--- config.mk ---
export PLATFORM = sky130hd
export DESIGN_NAME = uart_rx_frame
export DESIGN_NICKNAME = d
export VERILOG_FILES = /design/src/rtl/uart_pkg.sv /design/src/rtl/uart_rx_sample_gen.sv /design/src/rtl/uart_rx_frame.sv
export SDC_FILE = /design/constraint.sdc
export NUM_CORES = 1
export LEC_CHECK = 0
export CAP_MARGIN = 25
export CORE_ASPECT_RATIO = 0.9
export CORE_MARGIN = 5
export CORE_UTILIZATION = 24
export DETAILED_ROUTE_END_ITERATION = 7
export PLACE_DENSITY_LB_ADDON = 0.25
export SYNTH_ARGS = -nofsm -noshare
export SYNTH_HDL_FRONTEND = slang
export SYNTH_HIERARCHICAL = 1
export SYNTH_SLANG_ARGS = --single-unit
--- constraint.sdc ---
create_clock -name sys_clk -period 6.4 [get_ports sys_clk]
set_clock_uncertainty 0.05 [all_clocks]
set_input_delay 1.28 -clock sys_clk [delete_from_list [all_inputs] [get_ports sys_clk]]
set_output_delay 1.28 -clock sys_clk [all_outputs]
set_load 0.02 [all_outputs]
--- src/rtl/uart_pkg.sv ---
// rtl/uart_pkg.sv - shared types and baud helpers for the UART receiver
// The PARITY state exists only when UART_RX_PARITY_EN is defined.
package uart_pkg;

`ifdef UART_RX_PARITY_EN
    typedef enum logic [2:0] {
        IDLE,
        START,
        DATA,
        PARITY,
        STOP
    } uart_rx_state_t;
`else
    typedef enum logic [2:0] {
        IDLE,
        START,
        DATA,
        STOP
    } uart_rx_state_t;
`endif

    localparam int PARITY_MODE_EVEN = 0;
    localparam int PARITY_MODE_ODD  = 1;

    function automatic int baud_cnt_max(input int clk_freq, input int uart_bps);
        return clk_freq / uart_bps;
    endfunction

    function automatic int baud_cnt_width(input int clk_freq, input int uart_bps);
        return $clog2(clk_freq / uart_bps);
    endfunction

endpackage

--- src/rtl/uart_rx_sample_gen.sv ---
// rtl/uart_rx_sample_gen.sv - baud counter, 3-point majority voter and bit strobe
module uart_rx_sample_gen #(
    parameter int BAUD_CNT_MAX = 5208,
    parameter int CNT_W        = 13
) (
    input  logic sys_clk,
    input  logic sys_rst_n,
    input  logic en,
    input  logic clr,
    input  logic rx_bit,
    output logic bit_strobe,
    output logic bit_val
);

    localparam int HALF = BAUD_CNT_MAX / 2;

    logic [CNT_W-1:0] baud_cnt;
    logic             samp0;
    logic             samp1;

    always_ff @(posedge sys_clk or negedge sys_rst_n) begin
        if (!sys_rst_n) begin
            baud_cnt <= '0;
            samp0    <= 1'b1;
            samp1    <= 1'b1;
        end else begin
            if (clr) begin
                baud_cnt <= '0;
            end else if (en) begin
                baud_cnt <= (baud_cnt == CNT_W'(BAUD_CNT_MAX - 1)) ? '0 : baud_cnt + CNT_W'(1);
            end
            if (en && baud_cnt == CNT_W'(HALF - 1)) samp0 <= rx_bit;
            if (en && baud_cnt == CNT_W'(HALF))     samp1 <= rx_bit;
        end
    end

    // Third sample is the live synchronised bit at the strobe count itself.
    assign bit_strobe = en && (baud_cnt == CNT_W'(HALF + 1));
    assign bit_val    = (samp0 & samp1) | (samp0 & rx_bit) | (samp1 & rx_bit);

endmodule

--- src/rtl/uart_rx_frame.sv ---
// rtl/uart_rx_frame.sv - configurable UART receiver with framing/parity checks
// Parity bit and checker are present only when UART_RX_PARITY_EN is defined.
module uart_rx_frame
    import uart_pkg::*;
#(
    parameter int UART_BPS   = 9600,
    parameter int CLK_FREQ   = 50_000_000,
    parameter int DATA_BITS  = 8,
    parameter int STOP_BITS  = 1,
    parameter int PARITY_ODD = 0
) (
    input  logic                 sys_clk,
    input  logic                 sys_rst_n,
    input  logic                 rx,
    output logic [DATA_BITS-1:0] po_data,
    output logic                 po_flag,
    output logic                 frame_err,
    output logic                 parity_err,
    output logic                 rx_busy
);

    localparam int BAUD_CNT_MAX = baud_cnt_max(CLK_FREQ, UART_BPS);
    localparam int CNT_W        = baud_cnt_width(CLK_FREQ, UART_BPS);

    logic                 rx_sync1;
    logic                 rx_sync2;
    logic                 rx_hist;
    logic                 fall_r;
    logic                 armed;
    logic [1:0]           settle_cnt;

    uart_rx_state_t       state;
    logic [DATA_BITS-1:0] shadow;
    logic [2:0]           bit_idx;
    logic                 stop_idx;
    logic                 frame_acc;
    logic                 start_edge;
    logic                 bit_strobe;
    logic                 bit_val;

    // After reset the synchroniser shows its reset value, not the line, so
    // edges are only armed once a real high level has been seen.
    always_ff @(posedge sys_clk or negedge sys_rst_n) begin
        if (!sys_rst_n) begin
            rx_sync1   <= 1'b1;
            rx_sync2   <= 1'b1;
            rx_hist    <= 1'b1;
            fall_r     <= 1'b0;
            armed      <= 1'b0;
            settle_cnt <= 2'd0;
        end else begin
            rx_sync1 <= rx;
            rx_sync2 <= rx_sync1;
            rx_hist  <= rx_sync2;
            fall_r   <= armed && !rx_sync2 && rx_hist;
            if (settle_cnt != 2'd3) begin
                settle_cnt <= settle_cnt + 2'd1;
            end else if (rx_sync2) begin
                armed <= 1'b1;
            end
        end
    end

    assign start_edge = (state == IDLE) && fall_r;

    uart_rx_sample_gen #(
        .BAUD_CNT_MAX (BAUD_CNT_MAX),
        .CNT_W        (CNT_W)
    ) u_sample_gen (
        .sys_clk    (sys_clk),
        .sys_rst_n  (sys_rst_n),
        .en         (state != IDLE),
        .clr        (start_edge),
        .rx_bit     (rx_sync2),
        .bit_strobe (bit_strobe),
        .bit_val    (bit_val)
    );

`ifdef UART_RX_PARITY_EN
    logic parity_err_q;
    logic par_bad;
    assign parity_err = parity_err_q;
`else
    assign parity_err = 1'b0;
`endif

    always_ff @(posedge sys_clk or negedge sys_rst_n) begin
        if (!sys_rst_n) begin
            state     <= IDLE;
            shadow    <= '0;
            bit_idx   <= 3'd0;
            stop_idx  <= 1'b0;
            frame_acc <= 1'b0;
            po_data   <= '0;
            po_flag   <= 1'b0;
            frame_err <= 1'b0;
            rx_busy   <= 1'b0;
`ifdef UART_RX_PARITY_EN
            par_bad      <= 1'b0;
            parity_err_q <= 1'b0;
`endif
        end else begin
            po_flag <= 1'b0;
            rx_busy <= (state != IDLE);
            case (state)
                IDLE: begin
                    if (start_edge) state <= START;
                end
                START: begin
                    if (bit_strobe) begin
                        bit_idx <= 3'd0;
                        state   <= bit_val ? IDLE : DATA;
                    end
                end
                DATA: begin
                    if (bit_strobe) begin
                        shadow <= {bit_val, shadow[DATA_BITS-1:1]};
                        if (bit_idx == 3'(DATA_BITS - 1)) begin
                            stop_idx  <= 1'b0;
                            frame_acc <= 1'b0;
`ifdef UART_RX_PARITY_EN
                            state <= PARITY;
`else
                            state <= STOP;
`endif
                        end else begin
                            bit_idx <= bit_idx + 3'd1;
                        end
                    end
                end
`ifdef UART_RX_PARITY_EN
                PARITY: begin
                    if (bit_strobe) begin
                        par_bad <= bit_val != ((^shadow) ^ (PARITY_ODD != PARITY_MODE_EVEN));
                        state   <= STOP;
                    end
                end
`endif
                STOP: begin
                    if (bit_strobe) begin
                        if (stop_idx == 1'(STOP_BITS - 1)) begin
                            // Leave at mid final stop bit so back-to-back starts are caught.
                            state     <= IDLE;
                            po_flag   <= 1'b1;
                            po_data   <= shadow;
                            frame_err <= frame_acc | ~bit_val;
`ifdef UART_RX_PARITY_EN
                            parity_err_q <= par_bad;
`endif
                        end else begin
                            stop_idx  <= 1'b1;
                            frame_acc <= frame_acc | ~bit_val;
                        end
                    end
                end
                default: state <= IDLE;
            endcase
        end
    end

endmodule

==> metrics.csv <==
stage;metric;value;unit
timing;Setup Viol. Count Final;0;
timing;Final period util;0.4087;
outcome;outcome;finished clean;
global_routing;initial antenna violation count;0;
yosys;synth top area cells;dfrtp_1 48%, dfstp_2 6.0%, mux2_1 5.1%;
yosys;top cell type's share of synthesized area;0.4784;
timing;Slew headroom;0.6272;
placed_design;IO Port Bufs;13;
drt;DRC Markers;0;
worst_setup_path;arrival time at the worst endpoint;1.29;ns
worst_setup_path;slowest cell delay on critical path;0.61;ns
cells_and_area;Final Util;0.2814;
drt;Pre-antenna DRT Iters;4;
timing;Min Hold Slack;0.3114;ns
cells_and_area;Layout area overhead;15.83;%
timing;Slew @ Worst Pin;0.5592;ns
global_routing;Overflow after GRT;0;
clocking;Root Driver;clkbuf_8;
floorplanning;die footprint;0.01117;mm^2
global_routing;vias in the first global route;1393;
clocking;clock tree buffer depth;2;
timing;Final Hold Vio Count;0;
worst_setup_path;Critical Path Start Type;flip-flop;
drt;Via density;4.241;
cells_and_area;fin nets;205;
power;Peak supply drop;89.59;uV
yosys;Mapped Nets;190;
clocking;CTS resizes;0;
timing;setup TNS;0;ns
cells_and_area;Fill cells;912;
cells_and_area;fin cells;319;
timing;Max Slew Vio Count;0;
worst_setup_path;FF-to-FF path depth;6;
worst_setup_path;CP Class;flip-flop to primary output;
worst_setup_path;Buffers & Inverters on Critical Path;1;
worst_hold_path;HP Start;rx_sync1;
yosys;syn avg cell area;12.14;um^2
yosys;post-synth top area cell;dfrtp_1;
worst_setup_path;crit-path cells;clkdlybuf4s50_1;
yosys;number of distinct library cells after synthesis;42;
placed_design;DP Cell Count;311;
worst_hold_path;min-delay worst type;flip-flop to flip-flop;
worst_setup_path;Critical Path RT;5.07;ns
drt;WL final;3814;um
floorplanning;row count;33;
drt;DR iter-0 viols;71;
yosys;synthesized cell area;0.002197;mm^2
yosys;EDFF count, synth;0;
clocking;worst-skew pair later-pin latency;0.31;ns
timing;fmax;0.3823;GHz
global_routing;GRT Util Overall;0.07385;
global_routing;global-route wire length before repair;6810;um
worst_hold_path;Hold Crit Depth;0;
clocking;CTS Sinks;47;
floorplanning;Initial Util;0.2430;
clocking;CTS tree;built;
clocking;number of CTS-inserted buffers;5;
yosys;Ys Warns;6;
yosys;Synth Flop Type;dfrtp_1;
floorplanning;core area;0.009042;mm^2
cells_and_area;most frequent cells in the layout;42 x dfrtp_1, 14 x nor2_1, 13 x nand2_1;
worst_setup_path;RR Startpoint;state[1];
clocking;Setup Buffers After CTS;0;
clocking;htree depth;2;
cells_and_area;commonest non-fill, non-tap cell in the layout;dfrtp_1;
cells_and_area;layout cells sized above 1;0.1726;
worst_hold_path;WHS Endpoint;rx_sync2;
clocking;post-cts hold buffer count;0;
timing;Final min period;2.616;ns
worst_setup_path;Reg2Reg Setup Slack;3.96;ns
power;power per cell area;251.1;mW/mm^2
yosys;Synth Instances;181;
yosys;ys async rst share;1.000;
timing;unrepaired setup endpoints after global routing;false;
power;Pleak;1.183;nW
floorplanning;die width;110.9;um
worst_setup_path;slowest stage cell, crit path;clkdlybuf4s50_1;
floorplanning;Chip Height;100.8;um
drt;wire length per cell;11.96;um
cells_and_area;Antenna Cells;0;
placed_design;detailed placement HPWL;2708;um
drt;total number of vias;1353;
worst_setup_path;CP endpoint kind;primary output;
worst_setup_path;R2R Path End;po_data[5];
floorplanning;# IOs;15;
worst_setup_path;Crit path max-delay family;buffers and inverters;
worst_setup_path;CP Max Fanout;2;
yosys;register area share after synthesis;0.5382;
placed_design;GP Congestion;0.8311;
job;max-cap check violation count;0;
clocking;Worst-path clk slew;0.10;ns
yosys;register bit total from synthesis;47;
global_routing;largest net degree at the start of global routing;25;
drt;ANT nets after route;0;
## per-stage QoR
stage | instance area (um^2) | total power, mW | worst slack [ns]
floorplan | 2197 | 0.4300 | 4.176
global placement | 2429 | 0.4520 | 3.993
detailed placement | 2449 | 0.4529 | 3.939
CTS | 2545 | 0.6496 | 3.760
global route | 2545 | 0.6807 | 3.718
finish | 2545 | 0.6390 | 3.784
## cell usage after synthesis, drive strengths merged (5+ instances only)
cell	number
xnor2	5
nand2	13
ha	6
o21ai	7
dfstp	5
inv	8
nor2	14
nand3	9
a22o	5
dfrtp	42
buf	6
mux2	20
## area by class of cell
type,instances,area (um^2),share of cell area
Clock buffer,5,68.82,0.02704
Clock inverter,3,27.53,0.01082
Inverter,8,30.03,0.01180
Multi-Input combinational cell,120,938.4,0.3687
Sequential cell,47,1182,0.4646
Tap cell,122,152.6,0.05998
Timing Repair Buffer,14,145.1,0.05703
## power breakdown
part           switching [mW]  leakage [nW]  internal (mW)
Combinational          0.0459         0.537         0.0392
Sequential             0.0409         0.599          0.321
Clock                   0.111        0.0467         0.0810
Total                   0.197          1.18          0.442
## logic make-up (layout without fill, tap and decap cells)
logic type	after synthesis	count (layout)	share of synthesized area
xor+xnor	9	9	0.03587
fa+ha+maj	7	7	0.03872
buf+inv	14	30	0.03474
compound gates	22	22	0.07289
mux	20	20	0.1145
other cells	1	1	0.001707
flops	47	47	0.5382
simple gates	61	61	0.1634
## worst max-delay path by stage
stage                      end  startpoint  cells after the start  slack [ns]
floorplan           bit_idx[0]    state[1]                      8        4.18
global placement    po_data[5]    state[1]                      6        3.99
detailed placement  po_data[5]    state[1]                      6        3.94
CTS                 po_data[1]  po_data[1]                      1        3.76
global route         frame_err   frame_err                      1        3.72
finish              po_data[1]  po_data[1]                      1        3.78
## sequential cells by signal (all words and copies together) (netlist names)
signal                 cells
frame_err                  1
po_flag                    1
rx_sync1                   1
frame_acc                  1
bit_idx                    3
u_sample_gen/samp1         1
u_sample_gen/baud_cnt     13
state                      2
po_data                    8
rx_busy                    1
armed                      1
rx_hist                    1
rx_sync2                   1
u_sample_gen/samp0         1
shadow                     8
fall_r                     1
settle_cnt                 2
## per-layer routing
layer	vias to the layer above	GRT usage	wire, um
met4	0	0.02841	72
met2	19	0.1157	1718
met5	-	0	0
met1	661	0.09732	1887
li1	669	-	-
met3	4	0.02101	135
Note: power is estimated with default switching activity, not from simulation.
